[config.mk]
export PLATFORM = sky130hd
export DESIGN_NAME = seg7_num_fmt_flat
export DESIGN_NICKNAME = d
export VERILOG_FILES = /design/src/rtl/seg7_fmt_pkg.sv /design/src/rtl/seg7_num_fmt_if.sv /design/src/rtl/seg7_bcd_adj3.sv /design/src/rtl/seg7_num_fmt.sv /design/src/flat_wrapper.sv
export SDC_FILE = /design/constraint.sdc
export NUM_CORES = 1
export LEC_CHECK = 0
export BUFFER_PORTS_ARGS = -buffer_cell sky130_fd_sc_hd__buf_2
export CELL_PAD_IN_SITES_DETAIL_PLACEMENT = 0
export CELL_PAD_IN_SITES_GLOBAL_PLACEMENT = 1
export CORE_MARGIN = 2
export CORE_UTILIZATION = 50
export DETAILED_ROUTE_END_ITERATION = 8
export PLACE_DENSITY_LB_ADDON = 0.1
export SETUP_SLACK_MARGIN = 0.4
export SLEW_MARGIN = 20
export SYNTH_ARGS = -nofsm -noshare
export SYNTH_HDL_FRONTEND = slang
export SYNTH_SLANG_ARGS = --single-unit
[constraint.sdc]
create_clock -name clk -period 8.8 [get_ports clk]
set_input_delay 1.76 -clock clk [delete_from_list [all_inputs] [get_ports clk]]
set_output_delay 1.76 -clock clk [all_outputs]
set_load 0.005 [all_outputs]
[src/rtl/seg7_fmt_pkg.sv]
// Shared types and constants for the seven-segment number formatter.
package seg7_fmt_pkg;

    localparam int CONV_BITS = 27;
    localparam int DIGITS    = 8;

    localparam logic [CONV_BITS-1:0] DEC_MAX  = 27'd99_999_999;
    localparam logic [31:0]          OVF_WORD = 32'hEEEE_EEEE;
    localparam logic [31:0]          SAT_WORD = 32'h9999_9999;

    typedef enum logic [1:0] {
        IDLE,
        CONV,
        LOAD
    } fmt_state_t;

endpackage

[src/rtl/seg7_num_fmt_if.sv]
// Write strobe and display outputs between the register block and the formatter.
interface seg7_num_fmt_if;

    logic        wr_en;
    logic [31:0] wr_data;
    logic        wr_dec;
    logic [31:0] disp_word;
    logic        disp_valid;
    logic        busy;
    logic        ovf;

    modport master (
        output wr_en, wr_data, wr_dec,
        input  disp_word, disp_valid, busy, ovf
    );

    modport slave (
        input  wr_en, wr_data, wr_dec,
        output disp_word, disp_valid, busy, ovf
    );

endinterface

[src/rtl/seg7_bcd_adj3.sv]
// One double-dabble correction step for a single BCD digit: add 3 when the digit is 5 or more.
module seg7_bcd_adj3 (
    input  logic [3:0] digit,
    output logic [3:0] digit_adj
);

    assign digit_adj = (digit >= 4'd5) ? digit + 4'd3 : digit;

endmodule

[src/rtl/seg7_num_fmt.sv]
// Formats a written value as hex or 8-digit BCD and publishes it atomically to the display.
// Build option SEG7_FMT_SAT_EN: decimal overflow shows 9999_9999 instead of EEEE_EEEE.
//
// state | meaning
// IDLE  | no conversion in flight, disp_word holding
// CONV  | one double-dabble iteration per cycle
// LOAD  | publish the finished BCD word
module seg7_num_fmt
    import seg7_fmt_pkg::*;
(
    input  logic          clk,
    input  logic          rst,
    seg7_num_fmt_if.slave bus
);

`ifdef SEG7_FMT_SAT_EN
    localparam logic [31:0] OVF_SHOW = SAT_WORD;
`else
    localparam logic [31:0] OVF_SHOW = OVF_WORD;
`endif

    localparam logic [4:0] LAST_ITER = 5'(CONV_BITS - 1);

    fmt_state_t              state, state_nx;
    logic [CONV_BITS-1:0]    bin_sr, bin_nx;
    logic [4*DIGITS-1:0]     bcd_sr, bcd_nx, bcd_adj;
    logic [4:0]              cnt, cnt_nx;
    logic [31:0]             word_q, word_nx;
    logic                    valid_q, valid_nx;
    logic                    ovf_q, ovf_nx;

    for (genvar d = 0; d < DIGITS; d++) begin : g_adj
        seg7_bcd_adj3 u_adj (
            .digit     (bcd_sr[4*d +: 4]),
            .digit_adj (bcd_adj[4*d +: 4])
        );
    end

    always_ff @(posedge clk or posedge rst) begin
        if (rst) begin
            state   <= IDLE;
            bin_sr  <= '0;
            bcd_sr  <= '0;
            cnt     <= '0;
            word_q  <= '0;
            valid_q <= 1'b0;
            ovf_q   <= 1'b0;
        end else begin
            state   <= state_nx;
            bin_sr  <= bin_nx;
            bcd_sr  <= bcd_nx;
            cnt     <= cnt_nx;
            word_q  <= word_nx;
            valid_q <= valid_nx;
            ovf_q   <= ovf_nx;
        end
    end

    // A write always takes priority over the engine, so an in-flight result is simply dropped.
    always_comb begin
        state_nx = state;
        bin_nx   = bin_sr;
        bcd_nx   = bcd_sr;
        cnt_nx   = cnt;
        word_nx  = word_q;
        valid_nx = 1'b0;
        ovf_nx   = ovf_q;
        if (bus.wr_en) begin
            if (!bus.wr_dec) begin
                word_nx  = bus.wr_data;
                valid_nx = 1'b1;
                ovf_nx   = 1'b0;
                state_nx = IDLE;
            end else if (bus.wr_data > {5'd0, DEC_MAX}) begin
                word_nx  = OVF_SHOW;
                valid_nx = 1'b1;
                ovf_nx   = 1'b1;
                state_nx = IDLE;
            end else begin
                bin_nx   = bus.wr_data[CONV_BITS-1:0];
                bcd_nx   = '0;
                cnt_nx   = '0;
                ovf_nx   = 1'b0;
                state_nx = CONV;
            end
        end else begin
            unique case (state)
                CONV: begin
                    bcd_nx = {bcd_adj[4*DIGITS-2:0], bin_sr[CONV_BITS-1]};
                    bin_nx = {bin_sr[CONV_BITS-2:0], 1'b0};
                    cnt_nx = cnt + 5'd1;
                    if (cnt == LAST_ITER) state_nx = LOAD;
                end
                LOAD: begin
                    word_nx  = bcd_sr;
                    valid_nx = 1'b1;
                    state_nx = IDLE;
                end
                default: ;
            endcase
        end
    end

    assign bus.disp_word  = word_q;
    assign bus.disp_valid = valid_q;
    assign bus.busy       = (state != IDLE);
    assign bus.ovf        = ovf_q;

endmodule
[src/flat_wrapper.sv]
// flat-port wrapper written by rule: the top's interface ports become plain ports
module seg7_num_fmt_flat import seg7_fmt_pkg::*;
  (clk, rst, bus_wr_en, bus_wr_data, bus_wr_dec, bus_disp_word, bus_disp_valid, bus_busy, bus_ovf);
  seg7_num_fmt_if bus_i ();
  input  logic clk;
  input  logic rst;
  input wire logic [$bits(bus_i.wr_en)-1:0] bus_wr_en;
  input wire logic [$bits(bus_i.wr_data)-1:0] bus_wr_data;
  input wire logic [$bits(bus_i.wr_dec)-1:0] bus_wr_dec;
  output wire logic [$bits(bus_i.disp_word)-1:0] bus_disp_word;
  output wire logic [$bits(bus_i.disp_valid)-1:0] bus_disp_valid;
  output wire logic [$bits(bus_i.busy)-1:0] bus_busy;
  output wire logic [$bits(bus_i.ovf)-1:0] bus_ovf;
  assign bus_i.wr_en = bus_wr_en;
  assign bus_i.wr_data = bus_wr_data;
  assign bus_i.wr_dec = bus_wr_dec;
  assign bus_disp_word = bus_i.disp_word;
  assign bus_disp_valid = bus_i.disp_valid;
  assign bus_busy = bus_i.busy;
  assign bus_ovf = bus_i.ovf;
  seg7_num_fmt u_core (.clk(clk), .rst(rst), .bus(bus_i));
endmodule
Yosys cells after proc, flatten, opt, wreduce, memory -nomap -nowiden
Index checks and enable logic that the tools add are counted.
{"block": "totals", "regBits": 100, "in_bits": 36, "wordCells": 73}
{"block": "op_classes", "muxes": 34, "n_reduce_logical": 7, "n_lt_le_gt_ge": 9, "addsub": 9, "n_eq_ne": 7}
{"cell": "$mux W32", "n": 8}
{"cell": "$mux W27", "n": 4}
{"cell": "$ge A4 B3 Y1 const B", "n": 8}
{"cell": "$gt A32 B27 Y1 const B", "n": 1}
{"cell": "$add A4 B2 Y4 const B", "n": 7}
{"cell": "$mux W4", "n": 7}
{"cell": "$mux W5", "n": 4}
{"cell": "$mux W1", "n": 6}
{"cell": "$mux W2", "n": 3}
{"cell": "$ne A3 B2 Y1 const B", "n": 2}
{"cell": "$reduce_bool A2 Y1", "n": 3}
{"cell": "$add A5 B1 Y5 const B", "n": 1}
{"cell": "$eq A5 B5 Y1 const B", "n": 1}
{"cell": "$pmux W2 S2", "n": 1}
{"cell": "$reduce_and A2 Y1", "n": 2}
{"cell": "$add A3 B2 Y3 const B", "n": 1}
{"cell": "$mux W3", "n": 1}
{"cell": "$reduce_and A3 Y1", "n": 1}
{"cell": "$reduce_bool A3 Y1", "n": 1}
{"cell": "$eq A2 B1 Y1 const B", "n": 1}
{"cell": "$eq A2 B2 Y1 const B", "n": 1}
{"cell": "$ne A2 B1 Y1 const B", "n": 1}
{"cell": "$ne A2 B2 Y1 const B", "n": 1}

Logic depth before layout (Yosys ltp)
Gate-level depths: netlist of run 1.
{"block": "depth", "depth_word": 4, "mapped_depth": 7, "ltp_nobuf": 7}

Modules after synthesis
A second synthesis of run 1 with hierarchy kept.
{"block": "unflattened", "hier_cells": 619, "area_unflattened_um2": 5821.8}
{"module": "seg7_num_fmt", "instances": 1, "cells_each": 491, "area_each_um2": 5011.1}
{"module": "seg7_bcd_adj3", "instances": 8, "cells_each": 16, "area_each_um2": 101.3}

Least setup slack after synthesis of run 1
Ideal clock, no wire load.
{"block": "synth_path", "kind": "in2reg", "startpoint": "input port bus_wr_data[11]", "endpoint": "register u_core.word_q[12] (netlist: u_core.bus.disp_word[12])", "required_ns": 8.675, "path_slack_ns": 5.419, "arrival_time_ns": 3.256, "stages": 6, "path_buffers": 1, "path_cell_list": "or4_1 -> o211ai_2 -> and4bb_4 -> nor3_2 -> buf_6 -> mux2_4"}
{"block": "synth_between", "elab_chain_cells": 3}
{"element": "start, declared", "line_no": "flat_wrapper.sv:8", "rtl": "input wire logic [$bits(bus_i.wr_data)-1:0] bus_wr_data;"}
{"element": "$gt A32 B27 Y1", "line_no": "seg7_num_fmt.sv:74", "rtl": "end else if (bus.wr_data > {5'd0, DEC_MAX}) begin"}
{"element": "$ne A3 B2 Y1 (no line)"}
{"element": "$reduce_and A2 Y1 (no line)"}
{"element": "end signal, assigned", "line_no": "seg7_num_fmt.sv:53", "rtl": "word_q <= word_nx;"}
{"element": "end, declared", "line_no": "seg7_num_fmt.sv:28", "rtl": "logic [31:0] word_q, word_nx;"}
No other way between the ends.
A chain may end at the register's enable or synchronous reset.

Worst setup path after layout of run 1
{"block": "layout_path", "startpoint": "input port bus_wr_en", "endpoint": "register u_core.bcd_sr[30]"}
{"block": "layout_between", "elab_chain_cells": 2, "elab_cells_between_ends": 5, "cone_classes": "2 x eq/ne; 1 x mux; 2 x reduce/logical"}
{"element": "start, declared", "line_no": "flat_wrapper.sv:7", "rtl": "input wire logic [$bits(bus_i.wr_en)-1:0] bus_wr_en;"}
{"element": "$ne A2 B2 Y1 (no line), or another cell as far along"}
{"element": "$reduce_and A3 Y1 (no line)"}
{"element": "end signal, assigned", "line_no": "seg7_num_fmt.sv:51", "rtl": "bcd_sr <= bcd_nx;"}
{"element": "end, declared", "line_no": "seg7_num_fmt.sv:26", "rtl": "logic [4*DIGITS-1:0] bcd_sr, bcd_nx, bcd_adj;"}
Parallel ways exist; a longest one is shown, timed or not.

==> results list, run 1 <==
- The flow ran to the end, and the final reports show no timing, DRC or antenna violations.
- Synthesis handed over a netlist of 481 instances.
- Static timing analysis puts the maximum clock frequency at 253 MHz.
- Syn avg cell area: 11.6 sq um
* Minimum period implied by the final worst setup slack: 3.95 ns
- Number of sinks driven by the clock tree: 100
- Horizontal die dimension: 110 microns
- Period Utilization, post-route: 44.9%
* Overflow left after global routing: 0
- Along the worst hold path, the cell count comes to 1.
- In this run the standard cell core region covers 10800 sq um.
- The tightest min-delay check is of the flip-flop to flip-flop type.
- Dividing the detail-routed wire length by the instance count gives 16.9 microns.
* Max-cap violations: 0
- Setup tns final: 0 ns
- The number of global-route vias before repair is 3778.
* Final hold viol count: 0
* CP endpoint kind: flip-flop
- Resize count post-CTS: 0
- Most frequent standard cell in the layout excluding fill and tap cells: dfrtp_1
- DRC marker count from the first detailed-route iteration: 222
* Largest net degree at the start of global routing: 71
* Number of antenna violations at the first check in global routing: 0
* Startpoint of the most critical hold path: u_core.bus.disp_word[5]$_DFFE_PP0P_
* Terminus of the critical flop-to-flop path: u_core.bus.disp_word[24]$_DFFE_PP0P_
- The clock reaches the later pin of the worst-skew pair after 0.38 ns.
* Register area share after synthesis: 45.0%
- Clock-pin slew of the registers on the worst-case setup and hold paths: 0.10 ns
- R2r worst-path depth: 5
- Final hold analysis gives a worst-case slack of 0.502 ns.
- Number of rows in the core area: 38
- For this run, the share of the core covered by cells in the final layout is 57.4%.
- The final layout contains routed wiring with a total length of 11.6 mm.
* Crit Path Category: input pin to flip-flop
- The first global-routing pass estimated 19.4 mm of wire.
- The routed layout has 3760 vias.
- For this design the static power due to leakage is 3.07 nW.
* Worst-case clock buffer depth: 2
- Synthesis-stage register bit count: 100
* Critical path data arrival time: 4.22 ns
- Chip Height: 110 microns
- Max H-tree Level: 3
- Buffers placed on the I/O ports in this run total 70.
* Power density over cell area: 172 nW/um^2
- Post-DR vias/cell: 5.47
* Number of max-slew violations in the final report: 0
- In the final layout, flip-flops and latches occupy 2500 sq um.
- The synthesized netlist occupies a cell area of 5570 sq um.
* Number of warnings reported in the yosys synthesis log: 0
- Residual DRC count: 0
* N_diodes: 0
* Area used by multi-input combinational logic: 2770 sq um
- Final Setup Violations: 0
- Of the cells placed in the final design, the portion with a size suffix greater than 1 is 33.1%.
- At the end of routability-driven placement, the weighted congestion stood at 0.758.
- Post-detailed-route count of antenna-violating nets: 0
- RSZ-0062 raised after global routing: false
* Number of nets in the layout: 597
* TritonCTS clock tree: done
- The wire-length estimate of the detail-placed layout is 7.73 mm.
- Largest fanout on the critical path: 67
- The floorplan step defined a die boundary enclosing 12000 sq um.
- The setup check on the worst reg-to-reg path leaves a slack of 6.14 ns.
- EDFF count, synth: 0
- After clock tree synthesis, the setup repair step added 0 buffers.
* Area growth from synthesis to final layout: 11.7%
* Relative slew slack: 34.4%
* Share of synthesized flip-flops with an asynchronous set or reset: 100%
- For the worst setup path, the data required time is 9.07 ns.
- CTS Root Buffer Type: clkbuf_8
- 71 I/O pins were placed.
- The clock arrives with 0.0112 ns of skew.
- The top cell types in the final layout, fill and taps aside, are 100 x dfrtp_1, 69 x buf_2, 50 x mux2_4.
- Number of buffers added by the clock tree synthesis step: 9
* Max rail drop VDD: 0.126 mV
* CTS Hold Buffers Added: 0
* Distinct cell type count of the synthesized netlist: 38
- Among all flip-flop cells after synthesis, the most frequent one is dfrtp_1.
- The worst setup path is launched from an input pin.
* Initial standard-cell utilization of the core: 51.4%
- Number of filler instances in the final layout: 947
- Tot GR Track Use: 21.2%
- Detailed-router iteration count before antenna repair: 4
* Endpoint with the worst hold slack: u_core.bus.disp_word[5]$_DFFE_PP0P_
* Critical register-to-register path startpoint: u_core.state[0]$_DFFE_PP0P_
- For the pin with the worst max-slew slack, the measured transition is 0.981 ns.
- Counting every net in the synthesized netlist gives 535.
[power breakdown]
group          total (mW)  internal [mW]  switching (mW)
logic               0.201          0.115          0.0860
clock network       0.315          0.153           0.162
registers           0.551          0.515          0.0363
[per-layer routing]
| metal | part of all wire (%) | up-vias | track usage (%) |
|---|---|---|---|
| met5 | 0 | - | 0 |
| met3 | 4.2 | 9 | 5.33 |
| met4 | 1.1 | 0 | 5.61 |
| met1 | 49 | 1848 | 29.9 |
| li1 | - | 1837 | - |
| met2 | 45 | 66 | 32.5 |
[per-stage QoR]
stage               total power [mW]  setup WS [ns]  instance area, sq um  std cells
finish                          1.07           4.85                  6220        687
global placement               0.757           4.48                  6010        672
global route                    1.13           4.69                  6220        687
CTS                             1.08           4.88                  6220        687
detailed placement             0.762           4.46                  6010        672
floorplan                      0.701           4.42                  5570        481
[worst max-delay path: stages]
cell and delay, ns:
buf_4 0.31, buf_4 0.66, nand2b_1 0.23, nor2_1 0.09, nor3_4 0.19, buf_4 0.51, mux2_2 0.41
[cells in the mapped netlist (all sizes together) (6+ instances only)]
library cell | number | area, sq um
mux2 | 80 | 1090
a211oi | 8 | 60.1
nor2 | 21 | 78.8
mux2i | 24 | 240
buf | 10 | 86.3
clkbuf | 16 | 60.1
nor3b | 15 | 113
o22ai | 26 | 163
o2bb2ai | 11 | 96.3
dfrtp | 100 | 2500
inv | 41 | 154
o21ai | 14 | 70.1
a31oi | 8 | 50.1
nand2b | 12 | 75.1
nor3 | 6 | 51.3
a21oi | 16 | 80.1
ha | 18 | 225
xnor2 | 8 | 70.1
nand2 | 15 | 56.3
[area by class of cell]
class | instances | share of cell area, %
flip-flops and latches | 100 | 40.2
clock buffers | 12 | 2.66
multi-input cells | 314 | 44.5
clock inverters | 3 | 0.724
inverters | 41 | 2.51
repair buffers | 77 | 6.52
well taps | 140 | 2.82
[how the worst max path moves through the flow]
stage	from	end	cells past startpoint	slack [ns]
after floorplan	rst	u_core.bcd_sr[0]$_DFFE_PP0P_	1	4.42
after global placement	bus_wr_en	u_core.bcd_sr[30]$_DFFE_PP0P_	7	4.48
after detailed placement	bus_wr_en	u_core.bcd_sr[30]$_DFFE_PP0P_	7	4.46
after CTS	bus_wr_en	u_core.bcd_sr[30]$_DFFE_PP0P_	7	4.88
after global routing	bus_wr_en	u_core.bcd_sr[30]$_DFFE_PP0P_	7	4.69
final	bus_wr_en	u_core.bcd_sr[30]$_DFFE_PP0P_	7	4.85
[registers in the layout (all words and copies together) (netlist names)]
signal	count
u_core.cnt	5
u_core.bus.disp_word	32
u_core.bus.disp_valid	1
u_core.bus.ovf	1
u_core.bin_sr	27
u_core.bcd_sr	32
u_core.state	2
[cell families after synthesis]
logic type / Yosys count / synth area share [%]
AOI/OAI and AO/OA: 98 / 11.6
DFF: 100 / 45.0
buffers and inverters: 67 / 5.39
adders and majority gates: 18 / 4.05
xor gates and xnor gates: 8 / 1.26
and+or+nand+nor: 86 / 8.86
muxes: 104 / 23.9
No activity file was read; power rests on OpenSTA's default activity.
==> run 2, diff against run 1 <==
--- a/config.mk
+++ b/config.mk
@@ -5,11 +5,12 @@
 export SDC_FILE = /design/constraint.sdc
 export NUM_CORES = 1
 export LEC_CHECK = 0
+export ABC_AREA = 1
 export BUFFER_PORTS_ARGS = -buffer_cell sky130_fd_sc_hd__buf_2
 export CELL_PAD_IN_SITES_DETAIL_PLACEMENT = 0
 export CELL_PAD_IN_SITES_GLOBAL_PLACEMENT = 1
 export CORE_MARGIN = 2
-export CORE_UTILIZATION = 50
+export CORE_UTILIZATION = 43
 export DETAILED_ROUTE_END_ITERATION = 8
 export PLACE_DENSITY_LB_ADDON = 0.1
 export SETUP_SLACK_MARGIN = 0.4
==> constraint.sdc (replaced) <==
create_clock -name clk -period 3.8 [get_ports clk]
set_input_delay 0.76 -clock clk [delete_from_list [all_inputs] [get_ports clk]]
set_output_delay 0.76 -clock clk [all_outputs]
set_load 0.005 [all_outputs]
==> run 2 against run 1 <==
Compared with the run above:
- combinational power up 94%
- global-route usage up 0.57 points
- count of clock-buffer cells in the layout down 1
- non-clock buffer count up 4
- worst setup slack worse by 3.3 ns
- critical path type unchanged
- largest cell class unchanged
- largest power group unchanged
- highest routed layer unchanged
==> results list, run 2 <==
- Post-detailed-route count of antenna-violating nets: 0
- Count of non-filler cells in the finished layout: 994
- Overflow left after global routing: 0
- Number of sinks driven by the clock tree: 100
* Multiplexer fraction of the synthesized cell area: 0%
- The number of placed instances, taps included, is 979.
* Share of synthesized cell area in full adder, half adder and majority cells: 3.98%
* Most used standard cells in the synthesized netlist: 308 x nand2_1, 103 x nand3_1, 100 x dfrtp_1
- The number of global-route vias before repair was 4956.
- For this run, the slowest stage of the critical path takes 0.52 ns.
- Final hold viol count: 0
* TritonCTS clock tree: done
* Crit Path Category: input pin to flip-flop
- Outcome: finished, final reports clean
- Number of cells produced by synthesis: 770
- Cells fill 50.7% of the core in the end.
- The die is 119 microns wide.
* Net count of the mapped netlist: 824
- For this run, design rule violations remaining after detail routing come to 0.
* Share of Yosys cell area claimed by the top area cell type: 44.2%
- In this run, post-CTS hold repair placed 0 buffers.
* Chip Height: 119 microns
* Number of filler instances in the final layout: 1347
- The worst setup path is launched from an input pin.
- Cells along the critical path: buf_2 > nand2_1 > inv_1 > nand3_4 > nand2_2 > buf_4 > nand2_1 > nand2_1
- 0 antenna diodes ended up in the layout.
- Setup bufs post-CTS: 0
* Syn avg cell area: 7.35 sq um
- Headroom to the max-slew limit came out at 45.1%.
- STA puts the critical path data required time at 4.08 ns.
- The worst hold path was traced through 2 stages.
- RSZ-0062 raised after global routing: false
- Simple-gate share of the synthesized area: 32.6%
- The worst hold path belongs to the class flip-flop to flip-flop.
* Reg2reg setup slack: 1.81 ns
* Setup tns final: 0 ns
- CTS built an H-tree with a depth of 3.
- For the worst flop-to-flop path, the logic depth is 8.
- In this run the tool buffered the top-level ports with 70 buffer cells.
- Number of buffers added by the clock tree synthesis step: 9
* Power density over cell area: 411 nW/um^2
- Post-Synth XOR/XNOR Area: 1.24%
- Tot GR Track Use: 21.7%
- Sum of routed wire length over all layers: 14.8 mm
* Synthesis-stage register bit count: 100
- Count of boundary I/O pins: 71
* Cell type of the slowest stage on the worst timing path: buf_4
- DPL Wire Length: 9.36 mm
* Clock-pin slew of the registers on the worst-case setup and hold paths: 0.07 ns
- Most frequent standard cell in the layout excluding fill and tap cells: nand2_1
- Endpoint with the worst hold slack: u_core.bus.disp_word[7]$_DFFE_PP0P_
- CP endpoint kind: flip-flop
- Number of vias in the routed layout: 5204
- Most frequent cell on the critical path: nand2_1
* DRC marker count from the first detailed-route iteration: 450
- In this run the critical register-to-register path is captured at u_core.bin_sr[20]$_DFFE_PP0P_.
- After synthesis, the largest family of logic cells by area is simple AND/OR/NAND/NOR gates.
* Number of nets in the layout: 872
- Of all flip-flops after synthesis, the portion carrying an async set or reset was 100%.
- Counting distinct cell types in the post-synthesis netlist gives 29.
- Peak clock frequency supported by timing: 444 MHz
- Post-DR vias/cell: 5.24
- The area growth from synthesis to layout is 14.0%.
- Most used cells in the layout excluding fill and tap cells: 308 x nand2_1, 103 x nand3_1, 100 x dfrtp_1
* Leak: 3.50 nW
* Register area share after synthesis: 44.2%
- Compound-cell area share of the yosys netlist: 10.4%
* Die area: 14100 sq um
- Final Setup Violations: 0
- Netlist area before placement: 5660 sq um
- Cell types occupying the most area after synthesis: dfrtp_1 44%, nand2_1 20%, nand3_1 9.1%
* Initial standard-cell utilization of the core: 44.5%
- The clock passes through at most 2 buffers.
- The post-route netlist has 12.9% of its cells at a drive strength greater than 1.
* Transition time of the tightest slew-check pin: 0.824 ns
* Critical path data arrival time: 2.53 ns
- Global-route wire length before repair: 24.9 mm
* Source-to-sink clock delay at the later pin of the worst-skew pair: 0.34 ns
* Most used flip-flop cell after synthesis: dfrtp_1
- Yosys printed 0 warnings.
- Critical register-to-register path startpoint: u_core.state[1]$_DFFE_PP0P_
- Worst setup skew after layout: 0.00506 ns
* Most repeated cell in the gate-level netlist after synthesis: nand2_1
* Detailed-router iteration count before antenna repair: 5
- The cell sitting at the root of the clock tree is a clkbuf_16.
* Max rail drop VDD: 0.228 mV
- Gates resized during post-CTS repair numbered 0.
- Max-cap violations in this run came to 0.
- Number of max-slew violations in the final report: 0
- The worst hold path begins at u_core.bus.disp_word[7]$_DFFE_PP0P_.
* Yosys top cell by area: dfrtp_1
- Largest fanout on the critical path: 54
- Placeable core region: 12700 sq um
- In the final routed layout, each cell accounts on average for 14.9 microns.
- Weighted congestion at the end of routability-driven global placement: 0.840
* Period Utilization, post-route: 59.3%
* Largest net degree at the start of global routing: 66
- Minimum period implied by the final worst setup slack: 2.25 ns
- The synthesized design contains 0 enable-type register cells.
- In this run the core area contains 41 standard-cell rows.
* Number of antenna violations at the first check in global routing: 0
-- run 2: cell types whose count changed in the layout (fill, tap and decap cells not counted), moves of 20 or more --
cell / previous run / this run
a22oi_1: 0 / 24
mux2i_1: 24 / 0
nand3_1: 3 / 103
o22ai_1: 26 / 6
mux2_4: 50 / 0
mux2_2: 30 / 0
nand2_1: 15 / 308
o21ai_0: 14 / 34
-- run 2: worst max-delay path by stage --
stage	from	endpoint	slack (ns)
after floorplan	rst	u_core.bcd_sr[0]$_DFFE_PP0P_	0.42
after global placement	bus_wr_data[31]	u_core.bus.disp_word[10]$_DFFE_PP0P_	1.19
after detailed placement	bus_wr_data[31]	u_core.bus.disp_word[30]$_DFFE_PP0P_	1.16
after CTS	bus_wr_data[31]	u_core.bus.disp_word[30]$_DFFE_PP0P_	1.52
after global routing	bus_wr_en	u_core.bin_sr[1]$_DFFE_PP0P_	1.36
final	bus_wr_en	u_core.bin_sr[20]$_DFFE_PP0P_	1.55
-- run 2: metrics by stage --
step                total power [mW]  hold slack (ns)  area, sq um  setup slack (ns)
floorplan                       1.52            0.465         5660             0.421
global placement                1.65            0.448         6130              1.19
detailed placement              1.66            0.454         6130              1.16
CTS                             2.68            0.472         6450              1.52
global route                    2.80            0.490         6450              1.36
finish                          2.65            0.466         6450              1.55
-- run 2: worst max-delay path, delay by kind of cell --
family                 cells  cell delay (ns)
buffers and inverters      3             1.09
AND/OR/NAND/NOR            5             0.61
-- run 2: cell families after synthesis --
logic type | count (synthesis)
flip-flops | 100
AO/OA/AOI/OAI | 96
XOR/XNOR | 8
buffers and inverters | 99
AND/OR/NAND/NOR | 449
adder cells (fa/ha/maj) | 18
-- run 2: power breakdown --
| part | internal, mW | switching, mW | leakage [nW] |
|---|---|---|---|
| Combinational | 0.157 | 0.233 | 2.03 |
| Clock | 0.609 | 0.402 | 0.158 |
| Sequential | 1.18 | 0.0758 | 1.32 |
-- run 2: layout make-up --
cell class,count,area (sq um),area share (%)
multi-input cells,571,2740,42.5
flip-flops and latches,100,2500,38.8
repair buffers,81,458,7.10
clock buffers,11,253,3.92
well taps,172,215,3.34
inverters,55,209,3.24
clock inverters,4,72.6,1.12
-- run 2: routing by layer --
metal | share of wire (%) | vias to the layer above | wire length (microns) | global-route usage [%]
met4 | 1.4 | 0 | 201 | 6.25
met5 | 0 | - | 0 | 0
met2 | 47 | 105 | 6950 | 35.9
met1 | 48 | 2488 | 7170 | 30.1
li1 | - | 2595 | - | -
met3 | 3.2 | 16 | 478 | 2.56
